<file path="src/rtl/eu_xbuf_multi.sv">
// eu_xbuf_multi: fully-associative tagged operand buffer with NUM_REQ_PORTS lookup ports (peek or consume).
// Latency: lookups are combinational; writes and frees take effect at the next rising edge.
// Backpressure: in_ready_o drops when full or when the tag is already held; optional same-cycle bypass via EU_XBUF_MULTI_BYPASS_EN.
module eu_xbuf_multi #(
  parameter int NUM_IDX_BITS  = 2,
  parameter int NUM_REQ_PORTS = 2,
  parameter int ADDR_W        = 8,
  parameter int DATA_W        = 32
) (
  input  logic                                   clk,
  input  logic                                   reset_n,
  input  logic [ADDR_W-1:0]                      in_addr_i,
  input  logic [DATA_W-1:0]                      in_data_i,
  input  logic                                   in_valid_i,
  output logic                                   in_ready_o,
  input  logic [NUM_REQ_PORTS-1:0][ADDR_W-1:0]   req_addr_i,
  input  logic [NUM_REQ_PORTS-1:0]               req_valid_i,
  input  logic [NUM_REQ_PORTS-1:0]               req_consume_i,
  output logic [NUM_REQ_PORTS-1:0][DATA_W-1:0]   resp_data_o,
  output logic [NUM_REQ_PORTS-1:0]               resp_success_o,
  output logic [NUM_IDX_BITS:0]                  count_o,
  output logic                                   full_o,
  output logic                                   empty_o
);

  localparam int DEPTH = 2 ** NUM_IDX_BITS;
  localparam int IDX_W = NUM_IDX_BITS;
  localparam int CNT_W = NUM_IDX_BITS + 1;
  localparam logic [CNT_W-1:0] DEPTH_C = CNT_W'(DEPTH);

  logic [DEPTH-1:0]             valid_q, valid_d;
  logic [DEPTH-1:0][ADDR_W-1:0] tag_q, tag_d;
  logic [DEPTH-1:0][DATA_W-1:0] data_q, data_d;
  logic [CNT_W-1:0]             count_q, count_d;

  logic             dup_hit;
  logic [DEPTH-1:0] free_vec;
  logic             byp_consume;
  logic             alloc;
  logic [IDX_W-1:0] alloc_idx;
  logic [CNT_W-1:0] nfree;

  assign count_o = count_q;
  assign full_o  = (count_q == DEPTH_C);
  assign empty_o = (count_q == '0);
  // Gated by reset_n so the handshake reads low for the whole reset window.
  assign in_ready_o = reset_n & in_valid_i & ~full_o & ~dup_hit;

  // Detect an incoming tag that is already resident; duplicates wait until freed.
  always_comb begin
    dup_hit = 1'b0;
    for (int i = 0; i < DEPTH; i++) begin
      if (valid_q[i] && (tag_q[i] == in_addr_i)) dup_hit = 1'b1;
    end
  end

  // Per-port associative lookup; consuming hits mark their entry for release.
  always_comb begin
    resp_success_o = '0;
    resp_data_o    = '0;
    free_vec       = '0;
    byp_consume    = 1'b0;
    for (int p = 0; p < NUM_REQ_PORTS; p++) begin
      if (req_valid_i[p]) begin
        // Tags are unique among valid entries, so at most one entry matches.
        for (int i = 0; i < DEPTH; i++) begin
          if (valid_q[i] && (tag_q[i] == req_addr_i[p])) begin
            resp_success_o[p] = 1'b1;
            resp_data_o[p]    = data_q[i];
            if (req_consume_i[p]) free_vec[i] = 1'b1;
          end
        end
`ifdef EU_XBUF_MULTI_BYPASS_EN
        // An accepted write never collides with a resident tag, so the bypass
        // cannot conflict with a stored hit on the same port.
        if (in_ready_o && (req_addr_i[p] == in_addr_i)) begin
          resp_success_o[p] = 1'b1;
          resp_data_o[p]    = in_data_i;
          if (req_consume_i[p]) byp_consume = 1'b1;
        end
`endif
      end
    end
  end

  // Pick the lowest-index free slot; a consumed bypass write is never stored.
  always_comb begin
    alloc_idx = '0;
    for (int i = DEPTH - 1; i >= 0; i--) begin
      if (!valid_q[i]) alloc_idx = IDX_W'(i);
    end
    alloc = in_ready_o & ~byp_consume;
  end

  // Next-state for the entry array and the occupancy counter.
  always_comb begin
    valid_d = valid_q & ~free_vec;
    tag_d   = tag_q;
    data_d  = data_q;
    nfree   = '0;
    for (int i = 0; i < DEPTH; i++) begin
      nfree = nfree + CNT_W'(free_vec[i]);
    end
    if (alloc) begin
      valid_d[alloc_idx] = 1'b1;
      tag_d[alloc_idx]   = in_addr_i;
      data_d[alloc_idx]  = in_data_i;
    end
    count_d = count_q - nfree + CNT_W'(alloc);
  end

  // State registers with asynchronous clear.
  always_ff @(posedge clk or negedge reset_n) begin
    if (!reset_n) begin
      valid_q <= '0;
      tag_q   <= '0;
      data_q  <= '0;
      count_q <= '0;
    end else begin
      valid_q <= valid_d;
      tag_q   <= tag_d;
      data_q  <= data_d;
      count_q <= count_d;
    end
  end

endmodule
</file>
<file path="config.mk">
export PLATFORM = sky130hd
export DESIGN_NAME = eu_xbuf_multi
export DESIGN_NICKNAME = d
export VERILOG_FILES = /design/src/rtl/eu_xbuf_multi.sv
export SDC_FILE = /design/constraint.sdc
export NUM_CORES = 1
export LEC_CHECK = 0
export ABC_AREA = 1
export CELL_PAD_IN_SITES_DETAIL_PLACEMENT = 0
export CELL_PAD_IN_SITES_GLOBAL_PLACEMENT = 1
export CORE_MARGIN = 2
export CORE_UTILIZATION = 41
export CTS_CLUSTER_SIZE = 12
export DETAILED_ROUTE_END_ITERATION = 7
export PLACE_DENSITY_LB_ADDON = 0.1
export SETUP_SLACK_MARGIN = 0.1
export SLEW_MARGIN = 20
export SYNTH_ARGS = -nofsm -noshare
export SYNTH_HDL_FRONTEND = slang
export SYNTH_SLANG_ARGS = --single-unit
</file>
<file path="constraint.sdc">
create_clock -name clk -period 3.2 [get_ports clk]
set_input_delay 0.8 -clock clk [delete_from_list [all_inputs] [get_ports clk]]
set_output_delay 0.8 -clock clk [all_outputs]
set_load 0.005 [all_outputs]
</file>
After elaboration in Yosys (flattened, before gate mapping)
Cells that the tools add are included.
{ "classes": {"addsub": 5, "magnitude_cmp": 2, "eq_ne": 13, "muxes": 52, "n_bitwise": 8, "reduce_logical": 14} }
{ "ops": {"columns": ["op", "count"], "rows": [
  ["2-to-1 mux 32 bit", 11],
  ["bitwise mux 128 bit", 1],
  ["equality test 8 bit", 12],
  ["demux 32 bit (select 2 bit)", 1],
  ["bitwise mux 32 bit", 1],
  ["2-to-1 mux 1 bit", 28],
  ["demux 8 bit (select 2 bit)", 1],
  ["logical AND 1 bit", 13],
  ["2-to-1 mux 4 bit", 3],
  ["2-to-1 mux 2 bit", 4],
  ["2-to-1 mux 8 bit", 1],
  ["adder 3 x 1 -> 3 bit", 2],
  ["bitwise AND 4 bit", 1],
  ["inverter 4 bit", 1],
  ["bitwise OR 4 bit", 1],
  ["adder 2 x 1 -> 3 bit", 1],
  ["bitwise AND 1 bit", 3],
  ["equality test 3 bit, second input constant", 1],
  ["zero test 3 bit", 1],
  ["< comparator 2 x 3 -> 1 bit, second input constant", 1],
  ["subtractor 3 bit", 1],
  ["adder 1 x 1 -> 2 bit", 1],
  ["demux 1 bit (select 2 bit)", 1],
  [">= comparator 2 x 1 -> 1 bit, second input constant", 1],
  ["inverter 1 bit", 2]
]} }
{ "totals": {"ff_bits": 167, "in_bits": 63} }

Depth between registers and ports, before layout
{ "depth": {"word_depth": 12, "depth_mapped": 19} }

Least setup slack after synthesis
No wires, ideal clock.
{ "synth_path": {"kind": "input -> register", "from": "input port in_addr_i[5]", "to": "register count_q[2], in the netlist count_o[2]", "setup_time_ps": 125, "arrival_ps": 3296, "required_ps": 3075, "setup_slack_ps": -221, "path_stages": 18, "path_cell_list": "buf_2 > inv_2 > nor2_1 > nor3_2 > nand3_1 > nor2_2 > nor2_4 > buf_6 > buf_6 > buf_4 > nand2_1 > fa_1 > inv_1 > ha_1 > inv_1 > fa_1 > xor2_1 > xnor2_1"} }
{ "synth_between": {"elab_chain_len": 9, "word_cells_on_any_way": 15, "classes_between": "1 x add/sub; 4 x eq/ne; 4 x mux; 2 x bitwise; 4 x reduce/logical"} }
{ "synth_rtl": {"columns": ["item", "line", "source"], "rows": [
  ["from (decl)", "12", "input logic [ADDR_W-1:0] in_addr_i,"],
  ["equality test 8 bit", "53", "if (valid_q[i] && (tag_q[i] == in_addr_i)) dup_hit = 1'b1;"],
  ["logical AND 1 bit", "53", null],
  ["2-to-1 mux 1 bit (3 in a row)", "53", null],
  ["2-to-1 mux 1 bit (*)", "53", null],
  ["inverter 1 bit (*)", "47", "assign in_ready_o = reset_n & in_valid_i & ~full_o & ~dup_hit;"],
  ["bitwise AND 1 bit (*)", "47", null],
  ["adder 3 x 1 -> 3 bit (*)", "109", "count_d = count_q - nfree + CNT_W'(alloc);"],
  ["via count_d[2]", "34", "logic [CNT_W-1:0] count_q, count_d;"],
  ["to (signal assigned)", "123", "count_q <= count_d;"],
  ["to (decl)", "34", null]
]} }
Mark *: on every way through the listed nets, which the timed path passes. The rest lies on a longest branch.
A chain may end at the register's enable or synchronous reset.

==> qor.csv <==
stage,metric,value,unit
status,outcome,"finished, violations left",
status,violations,setup timing,
grt,grt_pass1_vias,14125,
sta,setup_slack,-0.223,ns
floorplan,die_area,29400,sq um
layout,nFillCells,2298,
sta,report.final.slew_viol_count,0,
pwr,p_sw_share,46.7,%
sta,finalHoldWorstSlack,0.440,ns
clocking,worstSkewPairLatency,0.46,ns
worst_setup_path,critPathKind,primary input to output port,
pwr,power.switching,5.62,mW
logic_synthesis,yosys-top-cells-area,"dfrtp_1 (36%), nand2_1 (17%), nand3_1 (9.7%), nand4_1 (9.2%), a21oi_1 (6.3%)",
worst_setup_path,critPathSlowestCell,buf_4,
route,drt_iter0_markers,1623,
logic_synthesis,avgSynthCellArea,6.76,sq um
placed_design,dpl_worst_slack,-0.970,ns
logic_synthesis,synth-seq-cells,167,
sta,hold_violations,0,
sta,clock_skew,0.0182,ns
clocking,cts.path.max_buffers,2,
pwr,internal_power,6.42,mW
logic_synthesis,yosysTopAreaCell,dfrtp_1,
worst_setup_path,cp_data_required_time,2.40,ns
layout,drive_above_1_share,42.4,%
route,drt-total-wl,58.9,mm
sta,worstMarginPinSlew,0.844,ns
clocking,cts.sinks,167,
grt,antenna_found_initial,0,
worst_setup_path,worst-path-stages,17,
layout,final_cells,2459,
pwr,p_leak,8.85,nW
floorplan,start_util,41.5,%
placed_design,dp.cells,2257,
layout,diodes,0,
route,firstDrtPassIters,6,
grt,grt_start_max_net_pins,142,
worst_setup_path,path_max_fanout,4,
worst_setup_path,ff2ff_path_depth,16,
logic_synthesis,yosys_warnings,0,
layout,regArea,4200,sq um
clocking,root_buffer,clkbuf_16,
sta,fin_crit_sh,107,%
clocking,hold_buffers,0,
sta,fmax,292,MHz
route,drc,0,
floorplan,die_y,172,um
floorplan,core_area,27700,sq um
grt,grtUsageTotal,38.1,%
worst_hold_path,hold_class,primary input to async pin,
grt,grt_first_pass_wirelength,84.4,mm
layout,multiInputGateArea,8140,sq um
worst_setup_path,path_delay_family,buffers and inverters,
clocking,cts_tree,yes,
route,routed_via_density,6.04,
logic_synthesis,ys_types,35,
worst_setup_path,cp_data_arrival_time,2.62,ns
clocking,htreeDepth,4,
worst_setup_path,crit_buf_inv,10,
worst_setup_path,path_cells,buf_6 > buf_6 > nand2_2 > nand2_2 > nor3_2 > buf_4 > nand3_4 > nor2b_4 > buf_6 > inv_6 > buf_12 > buf_8 > buf_6 > buf_6 > o21ai_2 > a21oi_1 > buf_2,
sta,rsz0062_at_grt,true,
pwr,pwr-share-seq,32.4,%
clocking,clkTransAtPathRegs,0.09,ns
pwr,irDropWorstVdd,0.000404,V
route,vias,14848,
floorplan,io_pins,135,
route,final_antenna_net_count,0,
layout,syn2layout_area_growth,65.0,%
grt,gr-total-overflow,0,
worst_setup_path,cp_common_cell,buf_6,
floorplan,rows,61,
placed_design,port-buffer-count,134,
pwr,p_per_area,634,nW/um^2
job,maxCapViolCount,0,
layout,fin_util,68.5,%
pwr,pwr-share-clk,18.1,%
worst_setup_path,end_kind,output port,
placed_design,dp_hpwl,33.4,mm
clocking,numCtsBuffers,17,
pwr,pwr-share-comb,49.5,%
logic_synthesis,syn_area,11500,sq um
logic_synthesis,synth_fp_nets,1769,
sta,setup_viol,62,
sta,fin_tns_setup,-6.59,ns
sta,final.min_clock_period,3.42,ns
placed_design,gp_congestion,0.955,
route,wl_per_cell,24.0,um
logic_synthesis,synth-seq-area-share,36.3,%
logic_synthesis,synth_top_area_share,36.3,%
worst_setup_path,startpoint_type,primary input,
floorplan,die_width,172,um
logic_synthesis,postSynthCellCount,1701,
layout,final_nets,2136,
sta,slew_headroom,43.8,%
worst_setup_path,max_stage_delay,0.16,ns
## sequential cells by signal, indices dropped and copies added, names as in the netlist
signal and cells:
data_q 128, tag_q 32, valid_q 4, count_o 3
## cell usage after synthesis
library cell	instances
nand2_1	528
nand3_1	222
nand4_1	169
dfrtp_1	167
a21oi_1	144
inv_1	93
buf_2	62
o21ai_0	59
nor2_1	56
clkbuf_1	41
o21ai_1	28
inv_2	16
xnor2_1	16
buf_4	14
o22ai_1	13
buf_6	12
buf_1	11
xor2_1	11
nor2_2	6
nor3_1	6
nor3_2	4
fa_1	3
clkbuf_2	2
ha_1	2
nand3_2	2
nand3b_1	2
o2111ai_1	2
o21a_1	2
or2_2	2
nor2_4	1
nor2b_1	1
nor3b_1	1
o211ai_2	1
o21bai_1	1
o31ai_1	1
## layer usage
layer / part of all wire [%] / GRT usage (%) / vias to the layer above
li1: - / - / 6510
met1: 39 / 50.0 / 7220
met2: 46 / 60.0 / 880
met3: 8.9 / 6.60 / 238
met4: 6.2 / 20.0 / 0
met5: 0 / 0 / -
## power groups by stage
stage	combinational (mW)	clock [mW]	sequential, mW
after floorplan	2.53	0	3.48
after global placement	4.33	0	3.68
after detailed placement	4.39	0	3.69
after CTS	5.18	2.17	3.74
after global routing	6.35	2.26	3.98
final	5.96	2.18	3.90
## worst reg2reg max path: cells and delay by family, from the launching register on
kind | cells | cell delay [ns]
fa+ha+maj | 3 | 1.05
simple gates | 4 | 0.60
buf+inv | 5 | 0.43
flops | 1 | 0.39
xor+xnor | 2 | 0.30
compound gates | 2 | 0.25
## cells in the final DEF (no fill, tap or decap), types with 5 or more instances in the layout
cell | synthesis | layout
buf_4 | 14 | 195
o21ai_1 | 28 | 32
o22ai_1 | 13 | 9
nor2_4 | 1 | 11
o21ai_4 | 0 | 8
dlygate4sd2_1 | 0 | 6
buf_16 | 0 | 15
inv_4 | 0 | 5
inv_8 | 0 | 5
buf_12 | 0 | 47
nand3_2 | 2 | 74
inv_6 | 0 | 8
o21ai_0 | 59 | 26
dfrtp_2 | 0 | 14
nand2_2 | 0 | 56
buf_2 | 62 | 64
xor2_1 | 11 | 8
clkbuf_16 | 0 | 22
clkdlybuf4s50_1 | 0 | 42
nor2_2 | 6 | 12
nor3_4 | 0 | 5
dfrtp_1 | 167 | 153
nand2_1 | 528 | 454
inv_1 | 93 | 68
buf_6 | 12 | 87
a21oi_2 | 0 | 78
a21oi_1 | 144 | 62
nand2_4 | 0 | 17
buf_8 | 0 | 21
nand3_1 | 222 | 112
xnor2_1 | 16 | 9
o21ai_2 | 0 | 21
nand3_4 | 0 | 38
xnor2_2 | 0 | 6
inv_2 | 16 | 30
nand4_1 | 169 | 169
nor2_1 | 56 | 40
## per-stage QoR
step / total power, mW / instance area (sq um)
3_5_place_dp: 8.08 / 14300
6_report: 12.0 / 19000
5_1_grt: 12.6 / 19000
3_3_place_gp: 8.01 / 14300
2_1_floorplan: 6.01 / 11600
4_1_cts: 11.1 / 17500
## cell type report
cell class / instances / share of cell area [%]
tap: 378 / 2.49
multi-input combinational: 1283 / 42.9
inverter: 109 / 2.39
sequential: 167 / 22.1
clock inverter: 14 / 0.804
clock buffer: 18 / 2.31
timing repair buffer: 490 / 27.0
## cell families after synthesis
family,share of synthesized area (%)
simple gates,39.5
fa+ha+maj,0.740
buf+inv,10.1
compound gates,11.3
xor+xnor,2.06
flops,36.3
## final timing paths
path	from	endpoint	slack, ns
setup / recovery	req_addr_i[9]	resp_data_o[49]	-0.22
hold / removal	reset_n	tag_q[1]$_DFFE_PN0P_	0.44
setup reg to reg	tag_q[16]$_DFFE_PN0P_	count_o[2]$_DFF_PN0_	0.04
hold reg to reg	data_q[33]$_DFFE_PN0P_	data_q[33]$_DFFE_PN0P_	0.48
max in group asynchronous	reset_n	tag_q[14]$_DFFE_PN0P_	1.55
min in group clk	data_q[33]$_DFFE_PN0P_	data_q[33]$_DFFE_PN0P_	0.48
## repair_timing
action / 4_1_cts / 5_1_grt
cloned: 22 / 5
setup endpoints to repair: 70 / 69
gates resized for setup: 749 / 279
setup buffers: 103 / 46
pin swaps: 126 / 115
Note: power is estimated with default switching activity, not from simulation.
